===== src/rtl/upper_ram_arbiter_if.sv =====
// AdamNet DMA request/response bundle for the shared upper-RAM arbiter.
// The DMA requester drives the request side (master); the arbiter answers (slave).
interface upper_ram_arbiter_if;
  logic [15:0] ramb_addr;    // bit 15 set marks an out-of-range access
  logic        ramb_rd;      // single-cycle read request pulse
  logic        ramb_wr;      // single-cycle write request pulse
  logic [7:0]  ramb_dout;    // write data from the requester
  logic [7:0]  ramb_din;     // read data, held until the next read completes
  logic        ramb_rd_ack;  // one-cycle read-complete pulse
  logic        ramb_wr_ack;  // one-cycle write-complete pulse

  modport master (
    output ramb_addr, ramb_rd, ramb_wr, ramb_dout,
    input  ramb_din, ramb_rd_ack, ramb_wr_ack
  );

  modport slave (
    input  ramb_addr, ramb_rd, ramb_wr, ramb_dout,
    output ramb_din, ramb_rd_ack, ramb_wr_ack
  );
endinterface


===== src/rtl/upper_ram_arbiter.sv =====
// Shares one single-port 32Kx8 upper-RAM macro between the Z80 and the
// AdamNet DMA requester. The CPU owns every enable slot in which it selects
// the RAM; a latched DMA request is serviced in the first free cycle after it.
module upper_ram_arbiter #(
  parameter int         AW       = 15,
  parameter logic [7:0] OOR_DATA = 8'hFF
) (
  input  logic          clk_i,
  input  logic          reset_n_i,
  input  logic          clk_en_10m7_i,
  input  logic [AW-1:0] cpu_a_i,
  input  logic          cpu_ce_n_i,
  input  logic          cpu_we_n_i,
  input  logic [7:0]    cpu_d_i,
  input  logic          cpu_wr_en_i,
  output logic [7:0]    cpu_d_o,
  upper_ram_arbiter_if.slave ramb,
  output logic          dma_busy_o,
  output logic          dma_err_o,
  output logic [AW-1:0] mem_a_o,
  output logic          mem_we_o,
  output logic [7:0]    mem_d_o,
  input  logic [7:0]    mem_q_i
);

  typedef enum logic [1:0] {
    S_IDLE    = 2'd0,
    S_PEND    = 2'd1,
    S_RD_DATA = 2'd2
  } state_t;

  state_t        r_state;
  state_t        w_state_nxt;

  logic          w_cpu_slot;
  logic          w_dma_req;
  logic          w_accept;
  logic          w_dma_grant;
  logic          w_err_set;
  logic          w_mem_we;

  logic [AW-1:0] r_addr;
  logic [7:0]    r_data;
  logic          r_is_wr;
  logic          r_oor;
  logic          r_cpu_rd_pend;
  logic [7:0]    r_cpu_d;
  logic [7:0]    r_din;
  logic          r_rd_ack;
  logic          r_wr_ack;
  logic          r_err;

  assign w_cpu_slot = clk_en_10m7_i & ~cpu_ce_n_i;
  assign w_dma_req  = ramb.ramb_rd | ramb.ramb_wr;
  assign w_accept   = (r_state == S_IDLE) & w_dma_req;
  // A pulse arriving while busy is dropped; rd+wr together is taken as a write.
  assign w_err_set  = (w_dma_req & (r_state != S_IDLE))
                    | (w_accept & ramb.ramb_rd & ramb.ramb_wr);

  // State register.
  // NOTE: sequential state uses non-blocking (<=) so every flop samples the
  // pre-edge values regardless of block ordering.
  always_ff @(posedge clk_i or negedge reset_n_i) begin
    if (!reset_n_i) r_state <= S_IDLE;
    else            r_state <= w_state_nxt;
  end

  // Next-state logic: a pending request waits out any CPU slot.
  // NOTE: every signal written here gets a default first, so no path can
  // leave it unassigned and infer a latch.
  always_comb begin
    w_state_nxt = r_state;
    w_dma_grant = 1'b0;
    case (r_state)
      S_IDLE: begin
        if (w_dma_req) w_state_nxt = S_PEND;
      end
      S_PEND: begin
        if (!w_cpu_slot) begin
          w_dma_grant = 1'b1;
          w_state_nxt = r_is_wr ? S_IDLE : S_RD_DATA;
        end
      end
      S_RD_DATA: w_state_nxt = S_IDLE;
      default:   w_state_nxt = S_IDLE;
    endcase
  end

  // RAM port mux: CPU slot first, then the granted DMA access, else parked on the CPU address.
  always_comb begin
    mem_a_o  = cpu_a_i;
    mem_d_o  = cpu_d_i;
    w_mem_we = 1'b0;
    if (w_cpu_slot) begin
      w_mem_we = ~cpu_we_n_i & cpu_wr_en_i;
    end else if (w_dma_grant) begin
      mem_a_o  = r_addr;
      mem_d_o  = r_data;
      w_mem_we = r_is_wr & ~r_oor;
    end
  end

  // The strobe is combinational, so it is gated directly to stay low during reset.
  assign mem_we_o = w_mem_we & reset_n_i;

  // Latch the DMA request when it is accepted in IDLE.
  always_ff @(posedge clk_i or negedge reset_n_i) begin
    if (!reset_n_i) begin
      r_addr  <= '0;
      r_data  <= '0;
      r_is_wr <= 1'b0;
      r_oor   <= 1'b0;
    end else if (w_accept) begin
      r_addr  <= ramb.ramb_addr[AW-1:0];
      r_data  <= ramb.ramb_dout;
      r_is_wr <= ramb.ramb_wr;
      r_oor   <= ramb.ramb_addr[15];
    end
  end

  // DMA completion: capture read data in RD_DATA, one-cycle acks on leaving PEND/RD_DATA.
  always_ff @(posedge clk_i or negedge reset_n_i) begin
    if (!reset_n_i) begin
      r_din    <= '0;
      r_rd_ack <= 1'b0;
      r_wr_ack <= 1'b0;
    end else begin
      r_rd_ack <= (r_state == S_RD_DATA);
      r_wr_ack <= w_dma_grant & r_is_wr;
      if (r_state == S_RD_DATA) r_din <= r_oor ? OOR_DATA : mem_q_i;
    end
  end

  // CPU read data: capture RAM output the cycle after a read slot and hold it.
  always_ff @(posedge clk_i or negedge reset_n_i) begin
    if (!reset_n_i) begin
      r_cpu_rd_pend <= 1'b0;
      r_cpu_d       <= '0;
    end else begin
      r_cpu_rd_pend <= w_cpu_slot & cpu_we_n_i;
      if (r_cpu_rd_pend) r_cpu_d <= mem_q_i;
    end
  end

  // Sticky error flag for dropped or ambiguous requests.
  always_ff @(posedge clk_i or negedge reset_n_i) begin
    if (!reset_n_i)     r_err <= 1'b0;
    else if (w_err_set) r_err <= 1'b1;
  end

  assign cpu_d_o          = r_cpu_d;
  assign ramb.ramb_din    = r_din;
  assign ramb.ramb_rd_ack = r_rd_ack;
  assign ramb.ramb_wr_ack = r_wr_ack;
  assign dma_busy_o       = (r_state != S_IDLE);
  assign dma_err_o        = r_err;

endmodule


===== src/flat_wrapper.sv =====
// flat-port wrapper written by rule: the top's interface ports become plain ports
module upper_ram_arbiter_flat 
#(
  parameter int         AW       = 15,
  parameter logic [7:0] OOR_DATA = 8'hFF
)
  (clk_i, reset_n_i, clk_en_10m7_i, cpu_a_i, cpu_ce_n_i, cpu_we_n_i, cpu_d_i, cpu_wr_en_i, cpu_d_o, dma_busy_o, dma_err_o, mem_a_o, mem_we_o, mem_d_o, mem_q_i, ramb_ramb_addr, ramb_ramb_rd, ramb_ramb_wr, ramb_ramb_dout, ramb_ramb_din, ramb_ramb_rd_ack, ramb_ramb_wr_ack);
  upper_ram_arbiter_if ramb_i ();
  input  logic clk_i;
  input  logic reset_n_i;
  input  logic clk_en_10m7_i;
  input  logic [AW-1:0] cpu_a_i;
  input  logic cpu_ce_n_i;
  input  logic cpu_we_n_i;
  input  logic [7:0] cpu_d_i;
  input  logic cpu_wr_en_i;
  output logic [7:0] cpu_d_o;
  output logic dma_busy_o;
  output logic dma_err_o;
  output logic [AW-1:0] mem_a_o;
  output logic mem_we_o;
  output logic [7:0] mem_d_o;
  input  logic [7:0] mem_q_i;
  input wire logic [$bits(ramb_i.ramb_addr)-1:0] ramb_ramb_addr;
  input wire logic [$bits(ramb_i.ramb_rd)-1:0] ramb_ramb_rd;
  input wire logic [$bits(ramb_i.ramb_wr)-1:0] ramb_ramb_wr;
  input wire logic [$bits(ramb_i.ramb_dout)-1:0] ramb_ramb_dout;
  output wire logic [$bits(ramb_i.ramb_din)-1:0] ramb_ramb_din;
  output wire logic [$bits(ramb_i.ramb_rd_ack)-1:0] ramb_ramb_rd_ack;
  output wire logic [$bits(ramb_i.ramb_wr_ack)-1:0] ramb_ramb_wr_ack;
  assign ramb_i.ramb_addr = ramb_ramb_addr;
  assign ramb_i.ramb_rd = ramb_ramb_rd;
  assign ramb_i.ramb_wr = ramb_ramb_wr;
  assign ramb_i.ramb_dout = ramb_ramb_dout;
  assign ramb_ramb_din = ramb_i.ramb_din;
  assign ramb_ramb_rd_ack = ramb_i.ramb_rd_ack;
  assign ramb_ramb_wr_ack = ramb_i.ramb_wr_ack;
  upper_ram_arbiter #(.AW(AW), .OOR_DATA(OOR_DATA)) u_core (.clk_i(clk_i), .reset_n_i(reset_n_i), .clk_en_10m7_i(clk_en_10m7_i), .cpu_a_i(cpu_a_i), .cpu_ce_n_i(cpu_ce_n_i), .cpu_we_n_i(cpu_we_n_i), .cpu_d_i(cpu_d_i), .cpu_wr_en_i(cpu_wr_en_i), .cpu_d_o(cpu_d_o), .ramb(ramb_i), .dma_busy_o(dma_busy_o), .dma_err_o(dma_err_o), .mem_a_o(mem_a_o), .mem_we_o(mem_we_o), .mem_d_o(mem_d_o), .mem_q_i(mem_q_i));
endmodule

===== config.mk =====
export PLATFORM = sky130hd
export DESIGN_NAME = upper_ram_arbiter_flat
export DESIGN_NICKNAME = d
export VERILOG_FILES = /design/src/rtl/upper_ram_arbiter_if.sv /design/src/rtl/upper_ram_arbiter.sv /design/src/flat_wrapper.sv
export SDC_FILE = /design/constraint.sdc
export NUM_CORES = 1
export LEC_CHECK = 0
export ABC_AREA = 1
export BUFFER_PORTS_ARGS = -buffer_cell sky130_fd_sc_hd__buf_2
export CAP_MARGIN = 20
export CORE_MARGIN = 2
export CORE_UTILIZATION = 41
export CTS_CLUSTER_DIAMETER = 100
export DETAILED_ROUTE_END_ITERATION = 8
export HOLD_SLACK_MARGIN = 0.05
export PLACE_DENSITY = 0.75
export SLEW_MARGIN = 20
export SYNTH_ARGS = -nofsm -noshare
export SYNTH_HDL_FRONTEND = slang
export SYNTH_SLANG_ARGS = --single-unit

===== constraint.sdc =====
create_clock -name clk_i -period 1.19 [get_ports clk_i]
set_input_delay 0.0595 -clock clk_i [delete_from_list [all_inputs] [get_ports clk_i]]
set_output_delay 0.0595 -clock clk_i [all_outputs]
set_load 0.02 [all_outputs]

==> flow_metrics.py, run 1 <==
metrics = {
    "setup_path": {
        "r2r_cells": 8,
        "cp_cell_sequence": "inv_2 > nor2_8 > buf_4 > nand3_1 > nand2_1 > buf_2",
        "crit_fanout": 5,
        "cp.arrival_ps": 1450,
        "cpMaxStageDelayCell": "dfrtp_1",
        "required_ps": 1130,
        "critical-path-max-stage-delay_ps": 410,
        "end_kind": "output port",
        "crit_type": "reg -> out",
        "cp-start-kind": "flop",
    },
    "final_layout": {
        "num_antenna_cells": 0,
        "layout.nets": 493,
        "multiInputGateArea_mm2": 0.00114,
        "syn_to_final_growth_pct": 72.0,
        "layout.area.seq_mm2": 0.00118,
        "drive_above_1_share_pct": 47.3,
        "n_fill_cell": 353,
    },
    "clock_network": {
        "path_clk_slew_ps": 80,
        "cts_sinks": 47,
        "cts-root-buf": "clkbuf_8",
        "htreeDepth": 2,
        "cts_buffers": 5,
        "clock_latency_ps": 300,
        "cts_tree": "done",
        "clk_path_buf_depth": 2,
    },
    "logic_synthesis": {
        "syn_nets": 330,
        "ys_warn_count": 0,
        "synthTopCellsByArea": "dfrtp_1 (53%), nand2_1 (17%), nand3_1 (11%), mux2_2 (4.0%), nor2_1 (3.5%)",
        "avgSynthCellArea_um2": 8.35,
        "ys_ff_latch": 47,
        "ys_seq_area_share_pct": 52.8,
        "syn_inst": 267,
        "ys_types": 18,
        "synth_largest_area_cell": "dfrtp_1",
        "synth_top_cell_area_share_pct": 52.8,
        "netlist_area_mm2": 0.00223,
    },
    "route": {
        "ant_nets": 0,
        "wl_per_cell_um": 15.2,
        "drc": 0,
        "drtIter0Drc": 128,
        "wl_mm": 7.64,
        "viasPerCell": 5.05,
        "dr.pass1.iters": 4,
        "vias": 2530,
    },
    "global_routing": {
        "overflow": 0,
        "antenna_found_initial": 0,
        "grt_pass1_wl_mm": 12.3,
        "grt_max_degree": 48,
        "grt_use_total_pct": 25.9,
        "grt_pass1_vias": 2556,
    },
    "power_and_ir_drop": {
        "p_sw_mw": 4.28,
        "p_comb_share_pct": 61.4,
        "power.share.switching_pct": 44.5,
        "p_clk_share_pct": 9.6,
        "p_int_mw": 5.34,
        "vdd_drop_max_uv": 1350,
        "p_leak_nw": 1.99,
        "powerDensity_mw_per_mm2": 2510,
        "power_frac_seq_pct": 29.0,
    },
    "sta": {
        "min_period_ps": 1510,
        "slew_viol_final": 0,
        "relSlewSlack_pct": 52.4,
        "rsz0062_at_grt": "true",
        "finalHoldViolations": 0,
        "fin_crit_sh_pct": 127,
        "fin_tns_setup_ps": -15180,
        "fmaxAchievable_mhz": 661,
        "layout_setup_ws_ps": -324,
        "tightest_slew_ps": 713,
        "finalSetupViolations": 61,
        "fin_skew_ps": 5.40,
    },
    "floorplanning": {
        "die_w_um": 77.7,
        "coreArea_mm2": 0.00517,
        "die_y_um": 77.7,
        "start_util_pct": 43.1,
        "die_area_mm2": 0.00604,
        "io_pins": 107,
        "row_count": 26,
    },
    "placement": {
        "port_buffers": 106,
        "dp_hpwl_mm": 4.08,
        "place_ws_ps": -57.7,
        "gp_congestion": 0.779,
    },
    "run_status": {
        "outcome": "finished with violations",
        "violations": "setup timing",
    },
    "worst_hold_path": {
        "hold_path_depth": 5,
        "hold_class": "in -> reg",
    },
    "job": {
        "max-cap-violations": 0,
    },
}
==> cell type report <==
cell class	count	area share, %
Timing Repair Buffer	168	34.2
Clock buffer	5	1.80
Clock inverter	3	0.392
Sequential cell	47	30.7
Inverter	9	0.881
Multi-Input combinational cell	199	29.8
Tap cell	70	2.28
==> flip-flops by register name, indices dropped and copies added, names as in the netlist <==
| register | flops |
|---|---|
| u_core.r_cpu_rd_pend | 1 |
| u_core.r_addr | 15 |
| u_core.dma_err_o | 1 |
| u_core.r_data | 8 |
| u_core.cpu_d_o | 8 |
| u_core.ramb.ramb_din | 8 |
| u_core.r_state | 2 |
| u_core.ramb.ramb_wr_ack | 1 |
| u_core.r_is_wr | 1 |
| u_core.ramb.ramb_rd_ack | 1 |
| u_core.r_oor | 1 |
==> critical path: cells and delay by family, from the launching register on <==
kind                   cells  cell delay (ps)
buffers and inverters      3              400
flip-flops                 1              410
AND/OR/NAND/NOR            3              350
==> Yosys cell counts <==
library cell	instances
nand2_1	103
dfrtp_1	47
nand3_1	47
nor2_1	21
a21oi_1	9
mux2_2	8
inv_1	6
clkbuf_1	5
buf_4	4
buf_2	3
buf_6	3
inv_2	3
nand2_4	2
nor2_4	2
a21oi_2	1
nor2_2	1
nor2_8	1
o21ai_0	1
==> cell families after synthesis <==
kind of cell	count (synthesis)	synth area share, %
AND/OR/NAND/NOR	177	34.6
flip-flops	47	52.8
buffers and inverters	24	5.90
AO/OA/AOI/OAI	11	2.64
multiplexers	8	4.04
==> power groups by stage <==
stage          Combinational, mW  Clock, mW  Sequential [mW]
2_1_floorplan               2.41          0             2.88
3_3_place_gp                3.86          0             2.66
3_5_place_dp                3.97          0             2.67
4_1_cts                     5.58      0.957             2.71
5_1_grt                     6.34       1.02             2.86
6_report                    5.91      0.925             2.79
==> final timing paths <==
check                                               from                            end  slack (ps)
hold reg to reg               u_core.r_is_wr$_DFFE_PN0P_  u_core.r_state[1]$_DFFE_PN0P_         490
min in group asynchronous                      reset_n_i   u_core.r_data[1]$_DFFE_PN0P_         440
max in group asynchronous                      reset_n_i  u_core.r_state[1]$_DFFE_PN0P_         330
setup reg to reg           u_core.r_state[0]$_DFFE_PN0P_   u_core.r_data[0]$_DFFE_PN0P_        -300
hold / removal                                cpu_ce_n_i  u_core.r_state[0]$_DFFE_PN0P_         190
setup / recovery           u_core.r_state[0]$_DFFE_PN0P_                     mem_a_o[1]        -320
==> per-stage QoR <==
stage               area, µm²  util (%)  hold WS, ps  std cells  total power [mW]
floorplan                2230         -         -236        267              5.30
global placement         2880      55.7          210        442              6.52
detailed placement       2880      55.7          220        442              6.64
CTS                      3770      73.0          173        498              9.25
global route             3830      74.1          216        501              10.2
finish                   3830      74.1          191        501              9.62
==> what timing repair did <==
item                                   in CTS  in global routing
pin swaps                                  16                  5
cloned                                      6                  0
endpoints found under the hold margin      88                  0
setup buffers                               5                  4
setup endpoints to repair                  53                 61
gates resized for setup                    84                 21
hold buffers                               37                  0
==> per-layer routing <==
| layer | GRT usage [%] | routed length (µm) | vias up |
|---|---|---|---|
| met5 | 0 | 0 | - |
| li1 | - | - | 1184 |
| met3 | 5.81 | 601 | 12 |
| met1 | 30.6 | 2940 | 1209 |
| met2 | 46.6 | 4010 | 125 |
| met4 | 7.68 | 84 | 0 |
==> cell usage in the layout, fill, tap and decap left out, drive strengths merged <==
cell type | synthesis | layout
a21oi | 10 | 10
buf | 10 | 130
clkbuf | 5 | 6
clkinv | 0 | 3
dfrtp | 47 | 47
dlygate4sd3 | 0 | 37
inv | 9 | 9
mux2 | 8 | 8
nand2 | 105 | 108
nand3 | 47 | 47
nor2 | 25 | 25
o21ai | 1 | 1
Power figures use the tool's default switching activity.
==> inputs of run 2 (changes only) <==
--- a/config.mk
+++ b/config.mk
@@ -5,7 +5,6 @@
 export SDC_FILE = /design/constraint.sdc
 export NUM_CORES = 1
 export LEC_CHECK = 0
-export ABC_AREA = 1
 export BUFFER_PORTS_ARGS = -buffer_cell sky130_fd_sc_hd__buf_2
 export CAP_MARGIN = 20
 export CORE_MARGIN = 2
@@ -13,7 +12,7 @@
 export CTS_CLUSTER_DIAMETER = 100
 export DETAILED_ROUTE_END_ITERATION = 8
 export HOLD_SLACK_MARGIN = 0.05
-export PLACE_DENSITY = 0.75
+export PLACE_DENSITY = 0.76
 export SLEW_MARGIN = 20
 export SYNTH_ARGS = -nofsm -noshare
 export SYNTH_HDL_FRONTEND = slang
==> run 2 against run 1 <==
Effect of this change: the flow still finishes with violations (setup timing); final cell count shrank 22%; worst hold slack worse by 45 ps; sequential share of layout area up 0.91 points; final area down 3.0%; critical endpoint is now mem_a_o[7]; largest cell class unchanged.
==> flow_metrics.py, run 2 <==
metrics = {
    "run_status": {
        "outcome": "finished with violations",
        "violations": "setup timing",
    },
    "route": {
        "wl_mm": 6.11,
        "viasPerCell": 4.64,
        "dr.pass1.iters": 4,
        "wl_per_cell_um": 15.7,
        "drtIter0Drc": 65,
        "vias": 1810,
        "ant_nets": 0,
        "drc": 0,
    },
    "setup_path": {
        "crit_path_start": "u_core.r_state[1]$_DFFE_PN0P_",
        "required_ps": 1130,
        "crit_fanout": 24,
        "end_kind": "output port",
        "r2r-start": "u_core.r_state[0]$_DFFE_PN0P_",
        "cp-start-kind": "flop",
        "crit_type": "reg -> out",
        "cp.arrival_ps": 1740,
    },
    "sta": {
        "finalSetupViolations": 51,
        "tightest_slew_ps": 383,
        "layout_setup_ws_ps": -606,
        "min_period_ps": 1800,
        "rsz0062_at_grt": "true",
        "fmaxAchievable_mhz": 557,
        "fin_crit_sh_pct": 151,
        "relSlewSlack_pct": 74.5,
        "finalHoldViolations": 0,
        "slew_viol_final": 0,
        "fin_tns_setup_ps": -25680,
        "fin_skew_ps": 3.87,
        "holdWs_ps": 145,
    },
    "floorplanning": {
        "row_count": 26,
        "start_util_pct": 42.4,
        "die_area_mm2": 0.00588,
        "die_w_um": 76.7,
        "die_y_um": 76.7,
        "io_pins": 107,
        "coreArea_mm2": 0.00511,
    },
    "logic_synthesis": {
        "async_flop_share_pct": 100,
        "synth.most_common_cell": "dfrtp_1",
        "syn_nets": 218,
        "ys_warn_count": 0,
        "synth-edff-count": 0,
        "netlist_area_mm2": 0.00217,
        "ys_types": 25,
        "synth_largest_area_cell": "dfrtp_1",
        "synthTopCellsByArea": "dfrtp_1 (54%), mux2_2 (20%), mux2_4 (12%), o21ai_0 (2.1%), nor2_1 (2.1%)",
        "synth_top_cell_area_share_pct": 54.3,
        "ys_seq_area_share_pct": 54.3,
        "syn_inst": 155,
        "ys_ff_latch": 47,
        "yosys_most_used_dff": "dfrtp_1",
        "avgSynthCellArea_um2": 14.0,
        "synth_commonest_cells": "dfrtp_1 (47), mux2_2 (38), mux2_4 (17)",
    },
    "final_layout": {
        "num_antenna_cells": 0,
        "max_flop_register": "u_core.r_addr",
        "layout.nets": 382,
        "final_cell_mix": "buf_2 (92), dfrtp_1 (47), mux2_4 (41)",
        "syn_to_final_growth_pct": 71.8,
        "drive_above_1_share_pct": 66.9,
        "largest_reg_flops": 15,
        "final_common_cell": "buf_2",
    },
    "clock_network": {
        "clock_latency_ps": 290,
        "cts_tree": "done",
        "htreeDepth": 2,
        "clk_path_buf_depth": 2,
        "path_clk_slew_ps": 90,
        "cts_buffers": 5,
        "cts-root-buf": "clkbuf_8",
        "cts_sinks": 47,
    },
    "worst_hold_path": {
        "holdCritStartpoint": "ramb_ramb_rd",
        "hold_class": "in -> reg",
    },
    "power_and_ir_drop": {
        "p_leak_nw": 1.90,
        "vdd_drop_max_uv": 1540,
        "powerDensity_mw_per_mm2": 2530,
    },
    "global_routing": {
        "overflow": 0,
        "grt_use_total_pct": 20.4,
        "grt_pass1_wl_mm": 9.48,
        "use_met2_pct": 37.9,
        "antenna_found_initial": 0,
        "grt_busiest_layer": "met2",
        "grt_util_met3_pct": 4.24,
        "grt_pass1_vias": 2012,
        "met1_usage_pct": 23.6,
        "grt_max_degree": 31,
    },
    "placement": {
        "gp_congestion": 0.684,
        "port_buffers": 106,
        "dp_hpwl_mm": 3.53,
        "place_ws_ps": -318,
    },
    "job": {
        "max-cap-violations": 0,
    },
}
## run 2: cell count changes in the layout (fill, tap and decap cells not counted), moves of 4 or more
cell | before | now
mux2_2 | 8 | 14
o21ai_2 | 0 | 4
buf_2 | 88 | 92
nor2_1 | 20 | 10
nand3_2 | 8 | 0
nand2_1 | 72 | 3
mux2_4 | 0 | 41
nand2_2 | 28 | 5
a21oi_1 | 7 | 0
nand2_8 | 5 | 0
nand3_1 | 39 | 0
## run 2: worst paths after layout
| kind | slack, ps | end | cells after the start |
|---|---|---|---|
| max | -610 | mem_a_o[7] | 4 |
| max in group asynchronous | 550 | u_core.cpu_d_o[3]$_DFFE_PN0P_ | 3 |
| min | 150 | u_core.r_is_wr$_DFFE_PN0P_ | 3 |
| max reg2reg | -500 | u_core.r_data[3]$_DFFE_PN0P_ | 9 |
| min in group asynchronous | 290 | u_core.r_state[1]$_DFFE_PN0P_ | 3 |
| min reg2reg | 500 | u_core.dma_err_o$_DFFE_PN0P_ | 1 |
## run 2: where the power goes
group / internal [mW] / total [mW] / leakage, nW / switching, mW
sequential: 2.28 / 2.70 / 0.554 / 0.413
clock: 0.680 / 1.20 / 0.0612 / 0.524
combinational: 3.11 / 5.50 / 1.28 / 2.39
## run 2: worst max-delay path: stages (launching register included)
cell and delay, ps:
dfrtp_1 390, or3b_4 400, buf_12 190, mux2_4 310, buf_2 160
## run 2: what timing repair did
| action | in CTS | in global routing |
|---|---|---|
| hold buffers | 35 | 0 |
| setup endpoints to repair | 50 | 61 |
| buffers inserted | 7 | 3 |
| pin swaps | 2 | 9 |
| gates resized for setup | 45 | 38 |
| endpoints found under the hold margin | 88 | 0 |
| cloned | 2 | 2 |
## run 2: metrics by stage
step | cell area [µm²] | instances | total power [mW] | util [%]
2_1_floorplan | 2200 | 155 | 5.43 | -
3_3_place_gp | 2890 | 337 | 6.53 | 56.6
3_5_place_dp | 2890 | 337 | 6.69 | 56.6
4_1_cts | 3620 | 389 | 9.06 | 70.9
5_1_grt | 3720 | 390 | 9.89 | 72.8
6_report | 3720 | 390 | 9.40 | 72.8
## run 2: metal layers
metal  routed length (µm)  vias to the layer above
met5                    0                        -
met4                   44                        0
met3                  238                        4
met2                 3410                       58
met1                 2410                      883
li1                     -                      865
## run 2: logic make-up after synthesis
kind of cell / after synthesis / synth area share [%]
adder cells (fa/ha/maj): 1 / 0.462
AND/OR/NAND/NOR: 28 / 6.41
multiplexers: 55 / 31.5
AO/OA/AOI/OAI: 12 / 3.06
flip-flops: 47 / 54.3
buffers and inverters: 12 / 4.22
## run 2: layout make-up
type / count / area (µm²)
fill: 352 / 1390
timing repair buffer: 163 / 1230
sequential: 47 / 1180
multi-input combinational: 98 / 1100
tap: 70 / 87.6
clock buffer: 6 / 82.6
clock inverter: 2 / 35.0
inverter: 4 / 15.0
==> inputs of run 3 (changes only) <==
--- a/config.mk
+++ b/config.mk
@@ -13,6 +13,7 @@
 export DETAILED_ROUTE_END_ITERATION = 8
 export HOLD_SLACK_MARGIN = 0.05
 export PLACE_DENSITY = 0.76
+export SKIP_LAST_GASP = 1
 export SLEW_MARGIN = 20
 export SYNTH_ARGS = -nofsm -noshare
 export SYNTH_HDL_FRONTEND = slang
==> run 3 against run 2 <==
Effect of this change: the run still ends with setup timing left; final area fell by 2.1%; register-to-register slack barely moved; clock skew fell by 0.68 ps; combinational power down 4.5%; critical endpoint is now mem_a_o[10]; largest cell class is now registers; largest power group unchanged; highest routed layer unchanged.
==> flow_metrics.py, run 3 (synthesized netlist as in run 2, its figures left out) <==
metrics = {
    "sta": {
        "min_period_ps": 1810,
        "relSlewSlack_pct": 74.8,
        "layout_setup_ws_ps": -616,
        "holdWs_ps": 142,
        "fin_skew_ps": 3.19,
        "fin_crit_sh_pct": 152,
        "rsz0062_at_grt": "true",
        "finalSetupViolations": 51,
        "slew_viol_final": 0,
        "fmaxAchievable_mhz": 554,
        "finalHoldViolations": 0,
        "tightest_slew_ps": 379,
    },
    "setup_path": {
        "end_kind": "output port",
        "r2r_cells": 9,
        "cpMaxStageDelayCell": "or3b_4",
        "crit_type": "reg -> out",
        "cp_cell_sequence": "or3b_4 > buf_12 > mux2_4 > buf_2",
        "crit_path_start": "u_core.r_state[1]$_DFFE_PN0P_",
        "critical-path-max-stage-delay_ps": 400,
        "cp.arrival_ps": 1750,
        "required_ps": 1130,
        "reg2reg_to": "u_core.r_data[3]$_DFFE_PN0P_",
        "r2r-start": "u_core.r_state[0]$_DFFE_PN0P_",
        "crit_fanout": 24,
        "cp-start-kind": "flop",
        "r2r_slack_ps": -500,
    },
    "global_routing": {
        "grt_max_degree": 31,
        "overflow": 0,
        "antenna_found_initial": 0,
        "grt_pass1_vias": 2012,
        "grt_use_total_pct": 20.4,
        "grt_pass1_wl_mm": 9.47,
    },
    "clock_network": {
        "cts-root-buf": "clkbuf_8",
        "path_clk_slew_ps": 90,
        "cts_sinks": 47,
        "htreeDepth": 2,
        "cts_buffers": 5,
        "clock_latency_ps": 290,
        "clk_path_buf_depth": 2,
        "cts_tree": "done",
    },
    "route": {
        "vias": 1818,
        "wl_per_cell_um": 15.6,
        "drc": 0,
        "wl_met1_mm": 2.43,
        "top_layer_used": "met4",
        "met3WireLength_um": 257,
        "wl_mm": 6.08,
        "ant_nets": 0,
        "viasPerCell": 4.66,
        "wl_met2_mm": 3.33,
        "drtIter0Drc": 58,
        "dr.pass1.iters": 4,
    },
    "placement": {
        "place_ws_ps": -318,
        "dp_hpwl_mm": 3.53,
        "port_buffers": 106,
        "dp.cells": 337,
        "gp_congestion": 0.684,
    },
    "power_and_ir_drop": {
        "p_sw_mw": 3.29,
        "vdd_drop_max_uv": 1540,
        "p_comb_share_pct": 57.2,
        "powerDensity_mw_per_mm2": 2510,
        "power_frac_seq_pct": 29.5,
        "p_clk_share_pct": 13.2,
        "p_leak_nw": 1.87,
        "power.share.switching_pct": 35.9,
        "p_int_mw": 5.87,
    },
    "final_layout": {
        "final_cell_count_no_fill": 390,
        "layout.nets": 382,
        "drive_above_1_share_pct": 66.6,
        "num_antenna_cells": 0,
        "final_cell_mix": "buf_2 (104), dfrtp_1 (47), mux2_4 (40)",
        "max_flop_register": "u_core.r_addr",
        "largest_reg_flops": 15,
        "final_common_cell": "buf_2",
        "syn_to_final_growth_pct": 68.2,
    },
    "worst_hold_path": {
        "holdCritStartpoint": "ramb_ramb_rd",
        "hold_class": "in -> reg",
        "whs_endpoint": "u_core.r_is_wr$_DFFE_PN0P_",
        "hold_path_depth": 3,
    },
    "floorplanning": {
        "die_w_um": 76.7,
        "die_y_um": 76.7,
        "row_count": 26,
        "io_pins": 107,
        "coreArea_mm2": 0.00511,
        "die_area_mm2": 0.00588,
        "start_util_pct": 42.4,
    },
    "job": {
        "max-cap-violations": 0,
    },
    "run_status": {
        "violations": "setup timing",
        "outcome": "finished with violations",
    },
}
run 3: through the flow:
step | setup TNS, ps | power, mW | util [%] | cell area [µm²]
finish | -25820 | 9.16 | 71.3 | 3640
global route | -28910 | 9.64 | 71.3 | 3640
CTS | -26830 | 8.96 | 70.4 | 3600
detailed placement | -13440 | 6.69 | 56.6 | 2890
global placement | -12330 | 6.53 | 56.6 | 2890
floorplan | -9590 | 5.43 | - | 2200
run 3: worst max-delay path: cells and delay by family, from the launching register on:
kind	cells	cell delay, ps
buffers and inverters	2	350
flip-flops	1	390
multiplexers	1	310
AND/OR/NAND/NOR	1	400
run 3: routing by layer:
layer  track usage (%)  vias to the layer above
met5                 0                        -
met4              6.00                        0
met3              4.24                        6
met2              37.7                       60
met1              23.6                      890
li1                  -                      862
run 3: what timing repair did:
item | in CTS | in global routing
resized for setup | 31 | 28
pin swaps | 2 | 7
endpoints found under the hold margin | 85 | 0
gates cloned | 2 | 2
buffers inserted | 7 | 3
hold buffers | 35 | 0
setup endpoints to repair | 50 | 62
run 3: worst max-delay path by stage:
stage                              to  slack (ps)  cells after the start
final                     mem_a_o[10]        -620                      4
after global routing       mem_d_o[2]        -660                      4
after CTS                 mem_a_o[11]        -600                      4
after detailed placement  mem_a_o[11]        -320                      4
after global placement    mem_a_o[10]        -280                      4
after floorplan           mem_a_o[10]        -240                      4
run 3: power by group through the flow:
| stage | combinational, mW | sequential (mW) | clock, mW |
|---|---|---|---|
| final | 5.25 | 2.70 | 1.21 |
| after global routing | 5.55 | 2.78 | 1.31 |
| after CTS | 5.06 | 2.67 | 1.22 |
| after detailed placement | 4.00 | 2.69 | 0 |
| after global placement | 3.90 | 2.63 | 0 |
| after floorplan | 2.57 | 2.86 | 0 |
run 3: layout make-up:
class,count,area (µm²)
sequential,47,1180
clock buffer,6,82.6
inverter,4,15.0
multi-input combinational,98,1090
fill,370,1460
tap,70,87.6
clock inverter,2,35.0
timing repair buffer,163,1160
